## config.mk

```make
export PLATFORM = sky130hd
export DESIGN_NAME = dcm_prog_ctrl_flat
export DESIGN_NICKNAME = d
export VERILOG_FILES = /design/src/rtl/dcm_prog_ctrl_pkg.sv /design/src/rtl/dcm_prog_ctrl_if.sv /design/src/rtl/dcm_prog_ctrl_req_arb.sv /design/src/rtl/dcm_prog_ctrl.sv /design/src/flat_wrapper.sv
export SDC_FILE = /design/constraint.sdc
export NUM_CORES = 1
export LEC_CHECK = 0
export ABC_AREA = 1
export CORE_MARGIN = 5
export CORE_UTILIZATION = 50
export CTS_CLUSTER_SIZE = 14
export DETAILED_ROUTE_END_ITERATION = 12
export PLACE_DENSITY = 0.82
export RECOVER_POWER = 25
export SETUP_SLACK_MARGIN = 0.02
export SLEW_MARGIN = 20
export SYNTH_ARGS = -nofsm -noshare
export SYNTH_HDL_FRONTEND = slang
export SYNTH_SLANG_ARGS = --single-unit
```

## constraint.sdc

```tcl
create_clock -name clk -period 5.1 [get_ports clk]
set_clock_uncertainty 0.05 [all_clocks]
set_input_delay 0.51 -clock clk [delete_from_list [all_inputs] [get_ports clk]]
set_output_delay 0.51 -clock clk [all_outputs]
set_load 0.05 [all_outputs]
```

## src/rtl/dcm_prog_ctrl_pkg.sv

```systemverilog
// Shared types for the dcm configuration sequencer: command encodings,
// FSM states, prog width/limits and the SET/INC/DEC update function.
package dcm_pkg;

    localparam int          PROG_W   = 3;
    localparam logic [2:0]  PROG_MAX = 3'd7;

    typedef enum logic [1:0] {
        CMD_SET = 2'b00,
        CMD_INC = 2'b01,
        CMD_DEC = 2'b10,
        CMD_RSV = 2'b11
    } cmd_e;

    typedef enum logic [1:0] {
        IDLE   = 2'b00,
        UPD    = 2'b01,
        SETTLE = 2'b10
    } state_e;

    typedef struct packed {
        logic [PROG_W-1:0] prog;
        logic              sat;
        logic              err;
    } prog_res_t;

    // Next prog value for a served command. Arithmetic stays in PROG_W bits
    // and saturates at both ends instead of wrapping.
    function automatic prog_res_t apply_cmd(cmd_e cmd, logic [PROG_W-1:0] cur,
                                            logic [PROG_W-1:0] val);
        prog_res_t r;
        r.prog = cur;
        r.sat  = 1'b0;
        r.err  = 1'b0;
        case (cmd)
            CMD_SET: r.prog = val;
            CMD_INC: begin
                if (cur == PROG_MAX) r.sat  = 1'b1;
                else                 r.prog = cur + PROG_W'(1);
            end
            CMD_DEC: begin
                if (cur == '0) r.sat  = 1'b1;
                else           r.prog = cur - PROG_W'(1);
            end
            default: r.err = 1'b1;
        endcase
        return r;
    endfunction

endpackage

```

## src/rtl/dcm_prog_ctrl_if.sv

```systemverilog
// Requester/controller bus for the dcm configuration sequencer.
// master = requester side (panel/host), slave = the controller.
interface dcm_prog_ctrl_if;
    import dcm_pkg::*;

    logic [1:0]        req;
    logic [1:0]        cmd0;
    logic [1:0]        cmd1;
    logic [PROG_W-1:0] val0;
    logic [PROG_W-1:0] val1;
    logic [1:0]        ack;
    logic [PROG_W-1:0] prog;
    logic              update;
    logic              busy;
    logic              sat;
    logic              err;

    modport master (
        output req, cmd0, cmd1, val0, val1,
        input  ack, prog, update, busy, sat, err
    );

    modport slave (
        input  req, cmd0, cmd1, val0, val1,
        output ack, prog, update, busy, sat, err
    );

endinterface

```

## src/rtl/dcm_prog_ctrl_req_arb.sv

```systemverilog
// Two-way request arbiter, one-hot grant.
// With DCM_CTRL_RR_EN defined, a tie goes to the requester named by ptr;
// otherwise requester 0 always wins a tie and there is no ptr input.
module dcm_req_arb (
    input  logic [1:0] req,
`ifdef DCM_CTRL_RR_EN
    input  logic       ptr,
`endif
    output logic [1:0] grant
);

    // Single requests pass straight through; only a tie needs a decision.
    always_comb begin
        grant = req;
        if (req == 2'b11) begin
`ifdef DCM_CTRL_RR_EN
            grant = ptr ? 2'b10 : 2'b01;
`else
            grant = 2'b01;
`endif
        end
    end

endmodule

```

## src/rtl/dcm_prog_ctrl.sv

```systemverilog
// Configuration sequencer for the programmable clock divider. Serialises
// panel (0) and host (1) requests, applies SET/INC/DEC with saturation,
// strobes update, then locks out new requests for SETTLE_CYCLES cycles.
// Optional feature macro: DCM_CTRL_RR_EN (round-robin tie-breaking).
module dcm_prog_ctrl
    import dcm_pkg::*;
#(
    parameter int         SETTLE_CYCLES = 128,
    parameter logic [2:0] RESET_PROG    = 3'd1
) (
    input  logic           clk,
    input  logic           rst,
    dcm_prog_ctrl_if.slave bus
);

    // Settle counter must reach SETTLE_CYCLES; width follows from it.
    localparam int CNT_W = $clog2(SETTLE_CYCLES + 1);

    state_e            state;
    logic [PROG_W-1:0] prog_q;
    logic              update_q;
    logic [1:0]        ack_q;
    logic              busy_q;
    logic              sat_q;
    logic              err_q;
    logic [CNT_W-1:0]  cnt;

    logic [1:0]        grant;
    logic              sel;
    cmd_e              cmd_g;
    logic [PROG_W-1:0] val_g;
    prog_res_t         res;

`ifdef DCM_CTRL_RR_EN
    logic              rr_ptr;

    dcm_req_arb u_arb (
        .req   (bus.req),
        .ptr   (rr_ptr),
        .grant (grant)
    );
`else
    dcm_req_arb u_arb (
        .req   (bus.req),
        .grant (grant)
    );
`endif

    // Route the granted requester's command to the update function.
    assign sel   = grant[1];
    assign cmd_g = cmd_e'(sel ? bus.cmd1 : bus.cmd0);
    assign val_g = sel ? bus.val1 : bus.val0;
    assign res   = apply_cmd(cmd_g, prog_q, val_g);

    assign bus.prog   = prog_q;
    assign bus.update = update_q;
    assign bus.ack    = ack_q;
    assign bus.busy   = busy_q;
    assign bus.sat    = sat_q;
    assign bus.err    = err_q;

    // Sequencer FSM: the grant edge loads prog and arms the one-cycle UPD
    // outputs, so update/ack/sat/err are all registered and aligned.
    always_ff @(posedge clk) begin
        if (rst) begin
            state    <= IDLE;
            prog_q   <= RESET_PROG;
            update_q <= 1'b0;
            ack_q    <= 2'b00;
            busy_q   <= 1'b0;
            sat_q    <= 1'b0;
            err_q    <= 1'b0;
            cnt      <= '0;
`ifdef DCM_CTRL_RR_EN
            rr_ptr   <= 1'b0;
`endif
        end else begin
            case (state)
                IDLE: begin
                    if (|bus.req) begin
                        state    <= UPD;
                        prog_q   <= res.prog;
                        sat_q    <= res.sat;
                        err_q    <= res.err;
                        update_q <= 1'b1;
                        ack_q    <= grant;
                        busy_q   <= 1'b1;
`ifdef DCM_CTRL_RR_EN
                        rr_ptr   <= ~grant[1];
`endif
                    end
                end
                UPD: begin
                    update_q <= 1'b0;
                    ack_q    <= 2'b00;
                    sat_q    <= 1'b0;
                    err_q    <= 1'b0;
                    cnt      <= CNT_W'(1);
                    state    <= SETTLE;
                end
                SETTLE: begin
                    if (cnt == CNT_W'(SETTLE_CYCLES)) begin
                        state  <= IDLE;
                        cnt    <= '0;
                        busy_q <= 1'b0;
                    end else begin
                        cnt <= cnt + CNT_W'(1);
                    end
                end
                default: begin
                    state  <= IDLE;
                    busy_q <= 1'b0;
                end
            endcase
        end
    end

endmodule

```

## src/flat_wrapper.sv

```systemverilog
// flat-port wrapper written by rule: the top's interface ports become plain ports
module dcm_prog_ctrl_flat import dcm_pkg::*;
#(
    parameter int         SETTLE_CYCLES = 128,
    parameter logic [2:0] RESET_PROG    = 3'd1
)
  (clk, rst, bus_req, bus_cmd0, bus_cmd1, bus_val0, bus_val1, bus_ack, bus_prog, bus_update, bus_busy, bus_sat, bus_err);
  dcm_prog_ctrl_if bus_i ();
  input  logic clk;
  input  logic rst;
  input wire logic [$bits(bus_i.req)-1:0] bus_req;
  input wire logic [$bits(bus_i.cmd0)-1:0] bus_cmd0;
  input wire logic [$bits(bus_i.cmd1)-1:0] bus_cmd1;
  input wire logic [$bits(bus_i.val0)-1:0] bus_val0;
  input wire logic [$bits(bus_i.val1)-1:0] bus_val1;
  output wire logic [$bits(bus_i.ack)-1:0] bus_ack;
  output wire logic [$bits(bus_i.prog)-1:0] bus_prog;
  output wire logic [$bits(bus_i.update)-1:0] bus_update;
  output wire logic [$bits(bus_i.busy)-1:0] bus_busy;
  output wire logic [$bits(bus_i.sat)-1:0] bus_sat;
  output wire logic [$bits(bus_i.err)-1:0] bus_err;
  assign bus_i.req = bus_req;
  assign bus_i.cmd0 = bus_cmd0;
  assign bus_i.cmd1 = bus_cmd1;
  assign bus_i.val0 = bus_val0;
  assign bus_i.val1 = bus_val1;
  assign bus_ack = bus_i.ack;
  assign bus_prog = bus_i.prog;
  assign bus_update = bus_i.update;
  assign bus_busy = bus_i.busy;
  assign bus_sat = bus_i.sat;
  assign bus_err = bus_i.err;
  dcm_prog_ctrl #(.SETTLE_CYCLES(SETTLE_CYCLES), .RESET_PROG(RESET_PROG)) u_core (.clk(clk), .rst(rst), .bus(bus_i));
endmodule
```

# Word level (Yosys, flattened, before mapping)
# Cells that the tools add are included.
# W data, S select, Z words.
[word_totals]
register_bits = 19
inputBits = 14
out_inout_bits = 9
elab_cells = 60
[classes]
addsub = 3
eq_ne = 11
mux = 25
bitwise_logic = 1
n_reduce_logical = 12
[op_table]
columns = ["op", "n"]
rows = [
  ["$pmux W8 S2", 1],
  ["$mux W2", 5],
  ["$mux W3", 3],
  ["$pmux W3 S3", 1],
  ["$add A8 B1 Y8 const B", 1],
  ["$eq A8 B8 Y1 const B", 1],
  ["$mux W8", 1],
  ["$pmux W1 S2", 4],
  ["$mux W1", 7],
  ["$eq A2 B2 Y1 const B", 3],
  ["$pmux W2 S3", 1],
  ["$reduce_and A5 Y1", 1],
  ["$eq A2 B1 Y1 const B", 2],
  ["$logic_not A2 Y1", 2],
  ["$ne A2 B1 Y1 const B", 2],
  ["$ne A2 B2 Y1 const B", 2],
  ["$pmux W2 S2", 1],
  ["$reduce_and A2 Y1", 2],
  ["$reduce_bool A2 Y1", 2],
  ["$add A3 B1 Y3 const B", 1],
  ["$eq A3 B3 Y1 const B", 1],
  ["$logic_not A3 Y1", 1],
  ["$pmux W1 S3", 1],
  ["$reduce_and A3 Y1", 1],
  ["other kinds (5)", 5],
]

# Depth between registers and ports, before layout
# Gate-level depths: netlist (run 1).
[logic_depth]
ltp_word = 8
mapped_depth = 14
depth_no_buf = 14

# Hierarchy
# Synthesis (run 1) repeated with hierarchy kept, for this count alone.
[hier_totals]
hier_cells = 165
area_unflattened_um2 = 1148.6
[by_module_without_submodules]
columns = ["mod", "instances", "cells_per_inst", "area_each_um2", "seq_area_each_um2"]
rows = [
  ["dcm_prog_ctrl", 1, 162, 1137.3, 380.4],
  ["dcm_req_arb", 1, 3, 11.3, 0.0],
]

# Worst setup path after synthesis (run 1)
# No wires, ideal clock.
[synth_path]
path_kind = "input -> register"
from = "input bus_req[0]"
to = "register u_core.prog_q[2], in the netlist u_core.bus.prog[2]"
setup_time_ps = 118
arrival_ps = 2017
required_ps = 4932
slack_ps = 2915
path_stages = 13
n_path_buf = 0
path_cell_list = "inv_1 nand2_2 o21ai_0 inv_1 ha_1 xor2_1 ha_1 a21oi_1 nand2_1 nand2_1 nor2_1 nor2_1 nor2_1"
[synth_between]
elab_chain_cells = 6
elab_cells_between_ends = 13
classes_between = "5 x eq/ne; 4 x mux; 4 x reduce/logical"
[synth_lines]
columns = ["element", "line_no", "source"]
rows = [
  ["start, declared", "flat_wrapper.sv:11", "input wire logic [$bits(bus_i.req)-1:0] bus_req;"],
  ["$eq A2 B2 Y1", "dcm_prog_ctrl_req_arb.sv:15", "if (req == 2'b11) begin"],
  ["$mux W2", "dcm_prog_ctrl_req_arb.sv:15", ""],
  ["$mux W2", "dcm_prog_ctrl.sv:51", "assign cmd_g = cmd_e'(sel ? bus.cmd1 : bus.cmd0);"],
  ["$eq A2 B2 Y1, or another cell as far along", "dcm_prog_ctrl_pkg.sv:35", "case (cmd)"],
  ["$ne A2 B2 Y1 (no line) or $reduce_bool A3 Y1 (tied branches)", "n/a", ""],
  ["$reduce_and A5 Y1 (no line)", "n/a", ""],
  ["end signal, assigned", "dcm_prog_ctrl.sv:82", "prog_q <= res.prog;"],
  ["end, declared", "dcm_prog_ctrl.sv:20", "logic [PROG_W-1:0] prog_q;"],
]
# Parallel ways exist; a longest one is shown, timed or not.
# A chain may end at the register's enable or synchronous reset.

# Worst setup path after layout (run 1)
[layout_path]
from = "input bus_req[1]"
to = "register u_core.prog_q[2], in the netlist u_core.bus.prog[2]"
# The elaborated chain is that of the path after synthesis.

==> metrics.txt, run 1 <==
# TYPE chip_impl_metric gauge
chip_impl_metric{name="grt_overflow_total",unit=""} 0
chip_impl_info{name="crit_path_start_kind",value="primary input"} 1
chip_impl_metric{name="grt_max_degree",unit=""} 11
chip_impl_metric{name="floorplan.initialDensity",unit="%"} 51.92
chip_impl_metric{name="cp_data_required_time",unit="ns"} 5.25
chip_impl_metric{name="grt_first_pass_wirelength",unit="um"} 4278
chip_impl_info{name="hold_path_class",value="flip-flop to flip-flop"} 1
chip_impl_metric{name="num-nets-final",unit=""} 215
chip_impl_info{name="setup_repair_after_global_routing_missed_its_margin",value="no"} 1
chip_impl_metric{name="timing.final.crit_period",unit="ns"} 2.621
chip_impl_metric{name="path_max_fanout",unit=""} 10
chip_impl_metric{name="instances_no_fill",unit=""} 217
chip_impl_metric{name="path_buf_inv",unit=""} 2
chip_impl_metric{name="route.detailed.drc",unit=""} 0
chip_impl_metric{name="clk-insertion-delay-late",unit="ns"} 0.29
chip_impl_metric{name="io_buffer_count",unit=""} 22
chip_impl_metric{name="via_per_inst",unit=""} 4.954
chip_impl_metric{name="count_of_vias_placed_by_the_detailed_router",unit=""} 1075
chip_impl_metric{name="hold_depth",unit=""} 2
chip_impl_metric{name="drtPass1Iterations",unit=""} 4
chip_impl_metric{name="clock.fmax",unit="MHz"} 381.5
chip_impl_metric{name="yosysSeqAreaShare",unit="%"} 33.12
chip_impl_info{name="synth.largest_area_cell",value="dfxtp_1"} 1
chip_impl_metric{name="cts_resized",unit=""} 0
chip_impl_metric{name="wl",unit="um"} 2406
chip_impl_info{name="tritoncts",value="built"} 1
chip_impl_metric{name="wl_per_cell",unit="um"} 11.09
chip_impl_metric{name="mappedNetlistArea",unit="um^2"} 1149
chip_impl_metric{name="synth_edf_count",unit=""} 0
chip_impl_info{name="path_class",value="primary input to flip-flop"} 1
chip_impl_metric{name="antenna_found_initial",unit=""} 0
chip_impl_metric{name="finalSetupViolCount",unit=""} 0
chip_impl_info{name="worst_path_dominant_cell_family",value="buffers and inverters"} 1
chip_impl_metric{name="rows",unit=""} 17
chip_impl_metric{name="vdd_ir_drop_max",unit="V"} 0.0002848
chip_impl_metric{name="worst_r2r_path_depth",unit=""} 9
chip_impl_metric{name="yosys_warnings",unit=""} 0
chip_impl_metric{name="clock-sinks",unit=""} 19
chip_impl_info{name="r2r_end",value="u_core.cnt[7]"} 1
chip_impl_metric{name="gp_congestion",unit=""} 0.8042
chip_impl_metric{name="postSynth.asyncResetShare",unit="%"} 0
chip_impl_metric{name="pre_cts_ws",unit="ns"} 2.250
chip_impl_info{name="reg2reg_from",value="u_core.state[0]"} 1
chip_impl_metric{name="fp.dieArea",unit="um^2"} 3356
chip_impl_metric{name="placed_cells",unit=""} 213
chip_impl_metric{name="clockBufferDepth",unit=""} 2
chip_impl_metric{name="final_setup_slack_of_the_worst_path",unit="ns"} 2.479
chip_impl_metric{name="dp.final_hpwl",unit="um"} 1922
chip_impl_metric{name="pwr_density_cell",unit="nW/um^2"} 472.9
chip_impl_metric{name="antenna-diode-count",unit=""} 0
chip_impl_metric{name="area_growth",unit="%"} 23.97
chip_impl_metric{name="worst_pin_slew",unit="ns"} 0.5068
chip_impl_metric{name="synth_area_per_cell",unit="um^2"} 7.004
chip_impl_metric{name="postRouteAntennaNets",unit=""} 0
chip_impl_metric{name="dr_wl_met3",unit="um"} 86
chip_impl_metric{name="die_height",unit="um"} 57.93
chip_impl_metric{name="grt_pass1_vias",unit=""} 1092
chip_impl_metric{name="critPathMaxStageDelay",unit="ns"} 0.57
chip_impl_metric{name="fin_crit_sh",unit="%"} 51.40
chip_impl_metric{name="h-tree-depth",unit=""} 1
chip_impl_info{name="critical-path-slowest-cell",value="dlygate4sd3_1"} 1
chip_impl_info{name="clock_tree.root_cell",value="clkbuf_4"} 1
chip_impl_metric{name="cellLeakagePower",unit="nW"} 0.6230
chip_impl_info{name="whs_endpoint",value="u_core.bus.ack[0]"} 1
chip_impl_metric{name="timing_hold_violations_final",unit=""} 0
chip_impl_metric{name="routedLengthMet1",unit="um"} 1131
chip_impl_metric{name="synthesis.instances",unit=""} 164
chip_impl_info{name="worst_setup_path_startpoint",value="bus_req[1]"} 1
chip_impl_info{name="top_layer_used",value="met4"} 1
chip_impl_metric{name="register_area",unit="um^2"} 380.4
chip_impl_metric{name="synthesis.nets",unit=""} 189
chip_impl_metric{name="grtUsageTotal",unit="%"} 15.98
chip_impl_metric{name="cts.repair_timing.setup_buffer_count",unit=""} 0
chip_impl_info{name="synth_area_leaders",value="dfxtp_1 (33%), nand2_1 (13%), ha_1 (12%)"} 1
chip_impl_metric{name="slew_headroom",unit="%"} 66.11
chip_impl_metric{name="setup-tns-final",unit="ns"} 0
chip_impl_info{name="cp_common_cell",value="nor2_1"} 1
chip_impl_metric{name="finalMaxSlewViolations",unit=""} 0
chip_impl_info{name="worst_setup_path_end_kind",value="flip-flop"} 1
chip_impl_metric{name="fillCellCount",unit=""} 205
chip_impl_info{name="path_cells",value="dlygate4sd3_1 > nand2_2 > o21ai_0 > inv_1 > ha_1 > xor2_1 > ha_1 > a21oi_1 > nand2_1 > nand2_1 > nor2_1 > nor2_1 > nor2_1"} 1
chip_impl_metric{name="path_clk_slew",unit="ns"} 0.11
chip_impl_metric{name="critical_path_arrival",unit="ns"} 2.77
chip_impl_metric{name="io_pins",unit=""} 23
chip_impl_metric{name="cap_violations",unit=""} 0
chip_impl_metric{name="initialDrtViolationCount",unit=""} 28
chip_impl_info{name="startpoint_of_the_most_critical_hold_path",value="u_core.bus.ack[0]"} 1
chip_impl_metric{name="multi_input_comb_area",unit="um^2"} 683.2
chip_impl_metric{name="placeableCoreArea",unit="um^2"} 2212
chip_impl_metric{name="post_synth_num_cell_types",unit=""} 25
chip_impl_metric{name="r2r_setup_slack",unit="ns"} 3.43
chip_impl_metric{name="detailroute.wirelength.met2",unit="um"} 1159
chip_impl_info{name="synth_flop_cell",value="dfxtp_1"} 1
chip_impl_metric{name="synth.ff_latch_count",unit=""} 19
chip_impl_info{name="run_status",value="completed"} 1
chip_impl_metric{name="final_layout_size_suffix_gt1_share",unit="%"} 8.995
chip_impl_metric{name="synth_top_area_share",unit="%"} 33.12
chip_impl_metric{name="cts_hold_buf",unit=""} 0
chip_impl_metric{name="cts_inserted_buffers",unit=""} 3
chip_impl_metric{name="die_width",unit="um"} 57.93
## power by group
part	switching [mW]	internal, mW
registers	0.0326	0.183
logic	0.247	0.135
clock network	0.0455	0.0304
total	0.325	0.348
## worst max-delay path by stage
| stage | to | slack [ns] | depth (start not counted) |
|---|---|---|---|
| 2_1_floorplan | u_core.bus.prog[2] | 2.91 | 13 |
| 3_3_place_gp | u_core.bus.prog[2] | 2.39 | 13 |
| 3_5_place_dp | u_core.bus.prog[2] | 2.25 | 14 |
| 4_1_cts | u_core.bus.prog[2] | 2.58 | 13 |
| 5_1_grt | u_core.bus.prog[2] | 2.30 | 13 |
| 6_report | u_core.bus.prog[2] | 2.48 | 13 |
## layout make-up
type	instances	area share [%]
clock buffer	4	1.845
sequential	19	26.71
timing repair buffer	22	15.47
tap	28	2.460
inverter	21	5.536
multi-input combinational	123	47.98
## registers in the layout, summed over array words and instances, names as in the netlist
signal / cells
u_core.bus.err: 1
u_core.state: 2
u_core.bus.busy: 1
u_core.bus.sat: 1
u_core.bus.update: 1
u_core.cnt: 8
u_core.bus.ack: 2
u_core.bus.prog: 3
## per-stage QoR
stage	area (um^2)	utilization, %	power, mW	hold slack, ns
global route	1424	64.37	0.7317	0.4332
detailed placement	1400	63.29	0.6005	0.4071
global placement	1400	63.29	0.5879	0.3985
CTS	1426	64.48	0.6781	0.4203
finish	1424	64.37	0.6734	0.4199
floorplan	1149	-	0.4969	0.4063
## layout by cell type, fill, tap and decap left out, types with 2 or more instances in the layout
cell type         n
nand3_1           6
dlygate4sd3_1     2
a21oi_1          13
clkdlybuf4s50_1  20
nor2_2            4
nor2_1           19
nor3_2            3
nor3_1            2
nand2_1          41
or2_2             2
o21ai_0           8
inv_1            20
ha_1             11
clkbuf_4          3
nand2_2           2
nand4_1           3
dfxtp_1          19
## synth_stat cells (all sizes together) (2+ instances only)
| cell type | instances |
|---|---|
| nand3 | 6 |
| or2 | 2 |
| inv | 21 |
| dfxtp | 19 |
| nand4 | 3 |
| nand2 | 43 |
| nor3 | 5 |
| o21ai | 9 |
| nor2 | 23 |
| a21oi | 13 |
| ha | 11 |
## logic make-up (layout without fill, tap and decap cells)
group                      Yosys count  in the layout  synth area share [%]
and+or+nand+nor                     85             85                 34.21
AOI/OAI and AO/OA                   24             24                 11.11
buffers and inverters               22             47                 7.189
DFF                                 19             19                 33.12
adders and majority gates           11             11                 11.98
xor gates and xnor gates             2              2                 1.525
muxes                                1              1                0.8715
## layer usage
layer / global-route usage, % / up-vias
met5: 0 / -
met2: 28.39 / 23
met4: 7.616 / 0
met3: 2.895 / 2
met1: 18.28 / 476
li1: - / 574
## worst min-delay path: cells and delay by family (launching register included)
kind            cells  cell delay (ns)
simple gates        1             0.06
compound gates      1             0.05
flops               1             0.33
Note: power is estimated with default switching activity, not from simulation.
==> run 2, diff against run 1 <==
--- a/config.mk
+++ b/config.mk
@@ -7,10 +7,10 @@
 export LEC_CHECK = 0
 export ABC_AREA = 1
 export CORE_MARGIN = 5
-export CORE_UTILIZATION = 50
+export CORE_UTILIZATION = 45
 export CTS_CLUSTER_SIZE = 14
 export DETAILED_ROUTE_END_ITERATION = 12
-export PLACE_DENSITY = 0.82
+export PLACE_DENSITY = 0.78
 export RECOVER_POWER = 25
 export SETUP_SLACK_MARGIN = 0.02
 export SLEW_MARGIN = 20
==> constraint.sdc (replaced) <==
create_clock -name clk -period 2.2 [get_ports clk]
set_clock_uncertainty 0.05 [all_clocks]
set_input_delay 0.22 -clock clk [delete_from_list [all_inputs] [get_ports clk]]
set_output_delay 0.22 -clock clk [all_outputs]
set_load 0.05 [all_outputs]
==> metrics.txt, run 2 (synthesis results as in run 1) <==
# TYPE chip_impl_metric gauge
chip_impl_metric{name="drtPass1Iterations",unit=""} 4
chip_impl_metric{name="num-nets-final",unit=""} 223
chip_impl_info{name="largest-register",value="u_core.cnt"} 1
chip_impl_metric{name="io_buffer_count",unit=""} 22
chip_impl_metric{name="count_of_vias_placed_by_the_detailed_router",unit=""} 1129
chip_impl_metric{name="postRouteAntennaNets",unit=""} 0
chip_impl_metric{name="pre_cts_ws",unit="ns"} -0.1363
chip_impl_info{name="setup_repair_after_global_routing_missed_its_margin",value="no"} 1
chip_impl_metric{name="worst_pin_slew",unit="ns"} 0.5259
chip_impl_metric{name="whs",unit="ns"} 0.4225
chip_impl_metric{name="initialDrtViolationCount",unit=""} 59
chip_impl_metric{name="clk-insertion-delay-late",unit="ns"} 0.31
chip_impl_metric{name="wl_per_cell",unit="um"} 11.30
chip_impl_metric{name="grt_first_pass_wirelength",unit="um"} 4422
chip_impl_info{name="hold_path_class",value="flip-flop to flip-flop"} 1
chip_impl_metric{name="die_width",unit="um"} 60.52
chip_impl_metric{name="clockBufferDepth",unit=""} 2
chip_impl_metric{name="antenna_found_initial",unit=""} 0
chip_impl_metric{name="h-tree-depth",unit=""} 1
chip_impl_metric{name="io_pins",unit=""} 23
chip_impl_metric{name="grtUsageTotal",unit="%"} 15.55
chip_impl_metric{name="dp.final_hpwl",unit="um"} 2069
chip_impl_metric{name="grt_overflow_total",unit=""} 0
chip_impl_metric{name="area_growth",unit="%"} 28.87
chip_impl_info{name="tritoncts",value="built"} 1
chip_impl_metric{name="critical_path_arrival",unit="ns"} 2.11
chip_impl_metric{name="rows",unit=""} 18
chip_impl_info{name="commonest_cells_after_routing_fill_and_taps_aside",value="nand2_1 (42), clkdlybuf4s50_1 (22), inv_1 (20)"} 1
chip_impl_metric{name="total_power",unit="mW"} 1.573
chip_impl_metric{name="timing.final.crit_period",unit="ns"} 1.947
chip_impl_metric{name="critPathMaxStageDelay",unit="ns"} 0.48
chip_impl_metric{name="cts_inserted_buffers",unit=""} 3
chip_impl_metric{name="placeableCoreArea",unit="um^2"} 2455
chip_impl_info{name="worst_path_dominant_cell_family",value="buffers and inverters"} 1
chip_impl_info{name="commonest_non_fill_non_tap_cell_in_the_layout",value="nand2_1"} 1
chip_impl_info{name="path_cells",value="clkdlybuf4s50_1 > inv_1 > nand2_2 > nand2_1 > o21ai_1 > inv_1 > ha_1 > xor2_1 > ha_1 > a21oi_1 > nand2_1 > nand2_1 > nor2_1 > nor2_1 > nor2_1"} 1
chip_impl_info{name="crit_path_start_kind",value="primary input"} 1
chip_impl_metric{name="path_clk_slew",unit="ns"} 0.11
chip_impl_metric{name="pwr_density_cell",unit="nW/um^2"} 1063
chip_impl_metric{name="final_setup_slack_of_the_worst_path",unit="ns"} 0.2534
chip_impl_metric{name="cp_data_required_time",unit="ns"} 2.36
chip_impl_metric{name="wl",unit="um"} 2564
chip_impl_info{name="critical-path-slowest-cell",value="clkdlybuf4s50_1"} 1
chip_impl_metric{name="grt_max_degree",unit=""} 12
chip_impl_metric{name="fp.dieArea",unit="um^2"} 3663
chip_impl_metric{name="antenna-diode-count",unit=""} 0
chip_impl_metric{name="final_layout_size_suffix_gt1_share",unit="%"} 12.18
chip_impl_metric{name="finalMaxSlewViolations",unit=""} 0
chip_impl_metric{name="die_height",unit="um"} 60.52
chip_impl_metric{name="floorplan.initialDensity",unit="%"} 46.79
chip_impl_metric{name="route.detailed.drc",unit=""} 0
chip_impl_metric{name="finalSetupViolCount",unit=""} 0
chip_impl_metric{name="grt_pass1_vias",unit=""} 1121
chip_impl_metric{name="finish.utilization",unit="%"} 60.30
chip_impl_metric{name="largest_reg_flops",unit=""} 8
chip_impl_info{name="clock_tree.root_cell",value="clkbuf_4"} 1
chip_impl_metric{name="cap_violations",unit=""} 0
chip_impl_metric{name="slew_headroom",unit="%"} 64.67
chip_impl_metric{name="fin_crit_sh",unit="%"} 88.48
chip_impl_metric{name="timing_hold_violations_final",unit=""} 0
chip_impl_info{name="worst_setup_path_end_kind",value="flip-flop"} 1
chip_impl_metric{name="clock.fmax",unit="MHz"} 513.7
chip_impl_metric{name="clock-sinks",unit=""} 19
chip_impl_metric{name="gp_congestion",unit=""} 0.7806
chip_impl_info{name="path_class",value="primary input to flip-flop"} 1
chip_impl_info{name="run_status",value="completed"} 1
chip_impl_metric{name="path_max_fanout",unit=""} 6
chip_impl_metric{name="cellLeakagePower",unit="nW"} 0.6628
chip_impl_metric{name="setup-tns-final",unit="ns"} 0
chip_impl_metric{name="path_buf_inv",unit=""} 3
chip_impl_metric{name="via_per_inst",unit=""} 4.974
chip_impl_metric{name="vdd_ir_drop_max",unit="V"} 0.0007121
run 2: cell count changes in the layout (fill, tap and decap cells not counted):
| cell | previous run | this run |
|---|---|---|
| buf_4 | 0 | 8 |
| clkbuf_1 | 1 | 0 |
| clkdlybuf4s50_1 | 20 | 22 |
| clkinv_2 | 0 | 1 |
| dlygate4sd3_1 | 2 | 0 |
| nand2_1 | 41 | 42 |
| nand2_2 | 2 | 1 |
| nor3_1 | 2 | 3 |
| nor3_2 | 3 | 2 |
| o21ai_0 | 8 | 7 |
| o21ai_1 | 0 | 1 |
run 2: timing repair:
item / CTS / global route
endpoints found under the setup margin: 0 / 1
hold buffers: 0 / 0
setup buffers: 0 / 0
resized for setup: 0 / 1
run 2: routing by layer:
| metal | global-route usage [%] | wire, um | vias up |
|---|---|---|---|
| met5 | 0 | 0 | - |
| met3 | 5.106 | 117 | 2 |
| li1 | - | - | 589 |
| met4 | 2.477 | 14 | 0 |
| met2 | 28.86 | 1266 | 23 |
| met1 | 17.61 | 1165 | 515 |
run 2: final timing paths:
kind,endpoint,slack [ns],cells after the start,startpoint
worst max-delay path,u_core.bus.prog[2],0.25,15,bus_req[0]
worst max register to register,u_core.cnt[7],0.46,9,u_core.state[0]
worst min-delay path,u_core.bus.ack[0],0.42,2,u_core.bus.ack[0]
worst min register to register,u_core.bus.ack[0],0.42,2,u_core.bus.ack[0]
run 2: layout make-up:
class / count / area [um^2]
fill: 232 / 974.7
tap: 30 / 37.54
inverter: 21 / 78.83
timing repair buffer: 30 / 280.3
multi-input combinational: 123 / 675.6
clock inverter: 1 / 5.005
clock buffer: 3 / 22.52
sequential: 19 / 380.4
run 2: worst register-to-register path: cells and delay by family (launching register included):
kind                       cells  cell delay [ns]
buffers and inverters          1             0.09
adders and majority gates      1             0.41
and+or+nand+nor                7             0.70
DFF                            1             0.38
run 2: per-stage QoR:
| stage | instance area, um^2 | std cells |
|---|---|---|
| floorplan | 1149 | 164 |
| global placement | 1463 | 223 |
| detailed placement | 1463 | 223 |
| CTS | 1490 | 227 |
| global route | 1480 | 227 |
| finish | 1480 | 227 |
run 2: report_power, final:
part           internal (mW)  total (mW)  switching [mW]
registers              0.424       0.500          0.0752
logic                  0.322       0.884           0.561
clock network         0.0679       0.190           0.122
total                  0.815        1.57           0.758
==> run 3, diff against run 2 <==
--- a/config.mk
+++ b/config.mk
@@ -12,6 +12,7 @@
 export DETAILED_ROUTE_END_ITERATION = 12
 export PLACE_DENSITY = 0.78
 export RECOVER_POWER = 25
+export REMOVE_ABC_BUFFERS = 1
 export SETUP_SLACK_MARGIN = 0.02
 export SLEW_MARGIN = 20
 export SYNTH_ARGS = -nofsm -noshare
==> metrics.txt, run 3 (synthesis results as in run 1) <==
# TYPE chip_impl_metric gauge
chip_impl_info{name="commonest_cells_after_routing_fill_and_taps_aside",value="nand2_1 (41), clkdlybuf4s50_1 (22), inv_1 (21)"} 1
chip_impl_info{name="path_cells",value="clkdlybuf4s50_1 > inv_1 > nand2_2 > nand2_1 > o21ai_1 > inv_1 > ha_1 > xor2_1 > ha_1 > a21oi_1 > nand2_1 > nand2_1 > nor2_1 > nor2_1 > nor2_1"} 1
chip_impl_info{name="crit_path_start_kind",value="primary input"} 1
chip_impl_metric{name="hold_depth",unit=""} 2
chip_impl_info{name="largest-register",value="u_core.cnt"} 1
chip_impl_metric{name="cts_resized",unit=""} 0
chip_impl_metric{name="gp_congestion",unit=""} 0.7554
chip_impl_info{name="run_status",value="completed"} 1
chip_impl_metric{name="grt_max_degree",unit=""} 12
chip_impl_metric{name="antenna_found_initial",unit=""} 0
chip_impl_metric{name="drtPass1Iterations",unit=""} 4
chip_impl_metric{name="clock-sinks",unit=""} 19
chip_impl_metric{name="num-nets-final",unit=""} 224
chip_impl_metric{name="largest_reg_flops",unit=""} 8
chip_impl_metric{name="critPathMaxStageDelay",unit="ns"} 0.48
chip_impl_metric{name="instances_no_fill",unit=""} 228
chip_impl_metric{name="slew_headroom",unit="%"} 62.35
chip_impl_metric{name="area_growth",unit="%"} 29.74
chip_impl_metric{name="pwr_density_cell",unit="nW/um^2"} 1057
chip_impl_info{name="worst_setup_path_end_kind",value="flip-flop"} 1
chip_impl_metric{name="cts_hold_buf",unit=""} 0
chip_impl_metric{name="sw_frac_of_total",unit="%"} 47.68
chip_impl_info{name="whs_endpoint",value="u_core.bus.ack[0]"} 1
chip_impl_info{name="tritoncts",value="built"} 1
chip_impl_metric{name="clock_power_share",unit="%"} 11.5
chip_impl_metric{name="count_of_vias_placed_by_the_detailed_router",unit=""} 1122
chip_impl_metric{name="cts_inserted_buffers",unit=""} 3
chip_impl_metric{name="io_buffer_count",unit=""} 22
chip_impl_metric{name="worst_r2r_path_depth",unit=""} 6
chip_impl_info{name="startpoint_of_the_most_critical_hold_path",value="u_core.bus.ack[0]"} 1
chip_impl_metric{name="seqPwrFrac",unit="%"} 31.8
chip_impl_info{name="path_class",value="primary input to flip-flop"} 1
chip_impl_metric{name="power_report.internal_total",unit="mW"} 0.8244
chip_impl_metric{name="placed_cells",unit=""} 224
chip_impl_info{name="clock_tree.root_cell",value="clkbuf_4"} 1
chip_impl_metric{name="final_layout_size_suffix_gt1_share",unit="%"} 12.63
chip_impl_metric{name="path_max_fanout",unit=""} 6
chip_impl_metric{name="grt_first_pass_wirelength",unit="um"} 4450
chip_impl_metric{name="dp.final_hpwl",unit="um"} 2072
chip_impl_info{name="reg2reg_from",value="u_core.state[0]"} 1
chip_impl_metric{name="cts.repair_timing.setup_buffer_count",unit=""} 0
chip_impl_metric{name="cap_violations",unit=""} 0
chip_impl_metric{name="finalSetupViolCount",unit=""} 0
chip_impl_metric{name="postRouteAntennaNets",unit=""} 0
chip_impl_metric{name="grt_overflow_total",unit=""} 0
chip_impl_info{name="worst_path_dominant_cell_family",value="buffers and inverters"} 1
chip_impl_metric{name="power.share.combinational",unit="%"} 56.7
chip_impl_metric{name="worst_pin_slew",unit="ns"} 0.5605
chip_impl_metric{name="path_clk_slew",unit="ns"} 0.12
chip_impl_metric{name="fin_crit_sh",unit="%"} 90.06
chip_impl_metric{name="die_height",unit="um"} 60.52
chip_impl_metric{name="placeableCoreArea",unit="um^2"} 2455
chip_impl_metric{name="finalMaxSlewViolations",unit=""} 0
chip_impl_metric{name="r2r_setup_slack",unit="ns"} 0.52
chip_impl_metric{name="clockBufferDepth",unit=""} 2
chip_impl_metric{name="clk-insertion-delay-late",unit="ns"} 0.30
chip_impl_info{name="setup_repair_after_global_routing_missed_its_margin",value="no"} 1
chip_impl_metric{name="timing.final.crit_period",unit="ns"} 1.981
chip_impl_metric{name="grt_pass1_vias",unit=""} 1147
chip_impl_metric{name="cellLeakagePower",unit="nW"} 0.6694
chip_impl_metric{name="fp.dieArea",unit="um^2"} 3663
chip_impl_metric{name="grtUsageTotal",unit="%"} 15.70
chip_impl_metric{name="antenna-diode-count",unit=""} 0
chip_impl_metric{name="setup-tns-final",unit="ns"} 0
chip_impl_metric{name="critical_path_arrival",unit="ns"} 2.14
chip_impl_info{name="hold_path_class",value="flip-flop to flip-flop"} 1
chip_impl_metric{name="timing_hold_violations_final",unit=""} 0
chip_impl_metric{name="clock.fmax",unit="MHz"} 504.7
chip_impl_info{name="commonest_non_fill_non_tap_cell_in_the_layout",value="nand2_1"} 1
chip_impl_metric{name="route.detailed.drc",unit=""} 0
chip_impl_metric{name="floorplan.initialDensity",unit="%"} 46.79
chip_impl_info{name="critical-path-slowest-cell",value="clkdlybuf4s50_1"} 1
chip_impl_metric{name="switching_power_summed_over_all_nets",unit="mW"} 0.7511
chip_impl_metric{name="wl_per_cell",unit="um"} 10.81
chip_impl_info{name="r2r_end",value="u_core.bus.sat"} 1
chip_impl_metric{name="rows",unit=""} 18
chip_impl_metric{name="finish.utilization",unit="%"} 60.70
chip_impl_metric{name="whs",unit="ns"} 0.4175
chip_impl_metric{name="die_width",unit="um"} 60.52
chip_impl_metric{name="path_buf_inv",unit=""} 3
chip_impl_metric{name="io_pins",unit=""} 23
chip_impl_metric{name="via_per_inst",unit=""} 4.921
chip_impl_metric{name="cp_data_required_time",unit="ns"} 2.35
chip_impl_metric{name="initialDrtViolationCount",unit=""} 31
chip_impl_metric{name="wl",unit="um"} 2464
chip_impl_metric{name="vdd_ir_drop_max",unit="V"} 0.0006569
chip_impl_metric{name="h-tree-depth",unit=""} 1
run 3: cell count changes in the layout (fill, tap and decap cells not counted), sizes merged:
| cell | change |
|---|---|
| buf | +1 |
run 3: how the worst max path moves through the flow:
stage	slack [ns]	endpoint	cells after the start	from
3_5_place_dp	-0.19	u_core.bus.prog[2]	13	bus_req[1]
4_1_cts	0.15	u_core.bus.prog[2]	13	bus_req[1]
2_1_floorplan	0.30	u_core.bus.prog[2]	13	bus_req[0]
6_report	0.22	u_core.bus.prog[2]	15	bus_req[0]
5_1_grt	0.05	u_core.bus.prog[2]	15	bus_req[0]
3_3_place_gp	-0.04	u_core.bus.prog[2]	13	bus_req[1]
run 3: layer usage:
| metal | wire length, um | GRT usage, % | share of wire, % |
|---|---|---|---|
| met5 | 0 | 0 | 0 |
| met2 | 1251 | 28.70 | 51 |
| met1 | 1097 | 18.04 | 45 |
| met3 | 101 | 4.043 | 4.1 |
| met4 | 14 | 4.334 | 0.57 |
run 3: stage by stage:
stage,instance area [um^2],power (mW),setup WS (ns)
2_1_floorplan,1145,1.150,0.3049
3_3_place_gp,1470,1.394,-0.03778
3_5_place_dp,1470,1.424,-0.1869
4_1_cts,1498,1.614,0.1476
5_1_grt,1490,1.725,0.05143
6_report,1490,1.576,0.2186
run 3: cell type report:
| class | count | area (um^2) |
|---|---|---|
| fill | 226 | 964.7 |
| inverter | 21 | 78.83 |
| tap | 30 | 37.54 |
| clock buffer | 3 | 22.52 |
| clock inverter | 1 | 5.005 |
| timing repair buffer | 31 | 287.8 |
| multi-input combinational | 123 | 678.2 |
| sequential | 19 | 380.4 |
run 3: worst reg2reg max path: stages, from the launching register on:
cell	delay, ns
dfxtp_1	0.35
inv_1	0.11
ha_1	0.24
inv_1	0.08
nor3_1	0.49
nand3_1	0.14
a21oi_1	0.16
run 3: power groups by stage:
stage	combinational, mW	sequential, mW	clock (mW)
2_1_floorplan	0.486	0.664	0
3_3_place_gp	0.889	0.505	0
3_5_place_dp	0.916	0.508	0
5_1_grt	1.00	0.517	0.205
6_report	0.894	0.501	0.181
4_1_cts	0.921	0.502	0.191
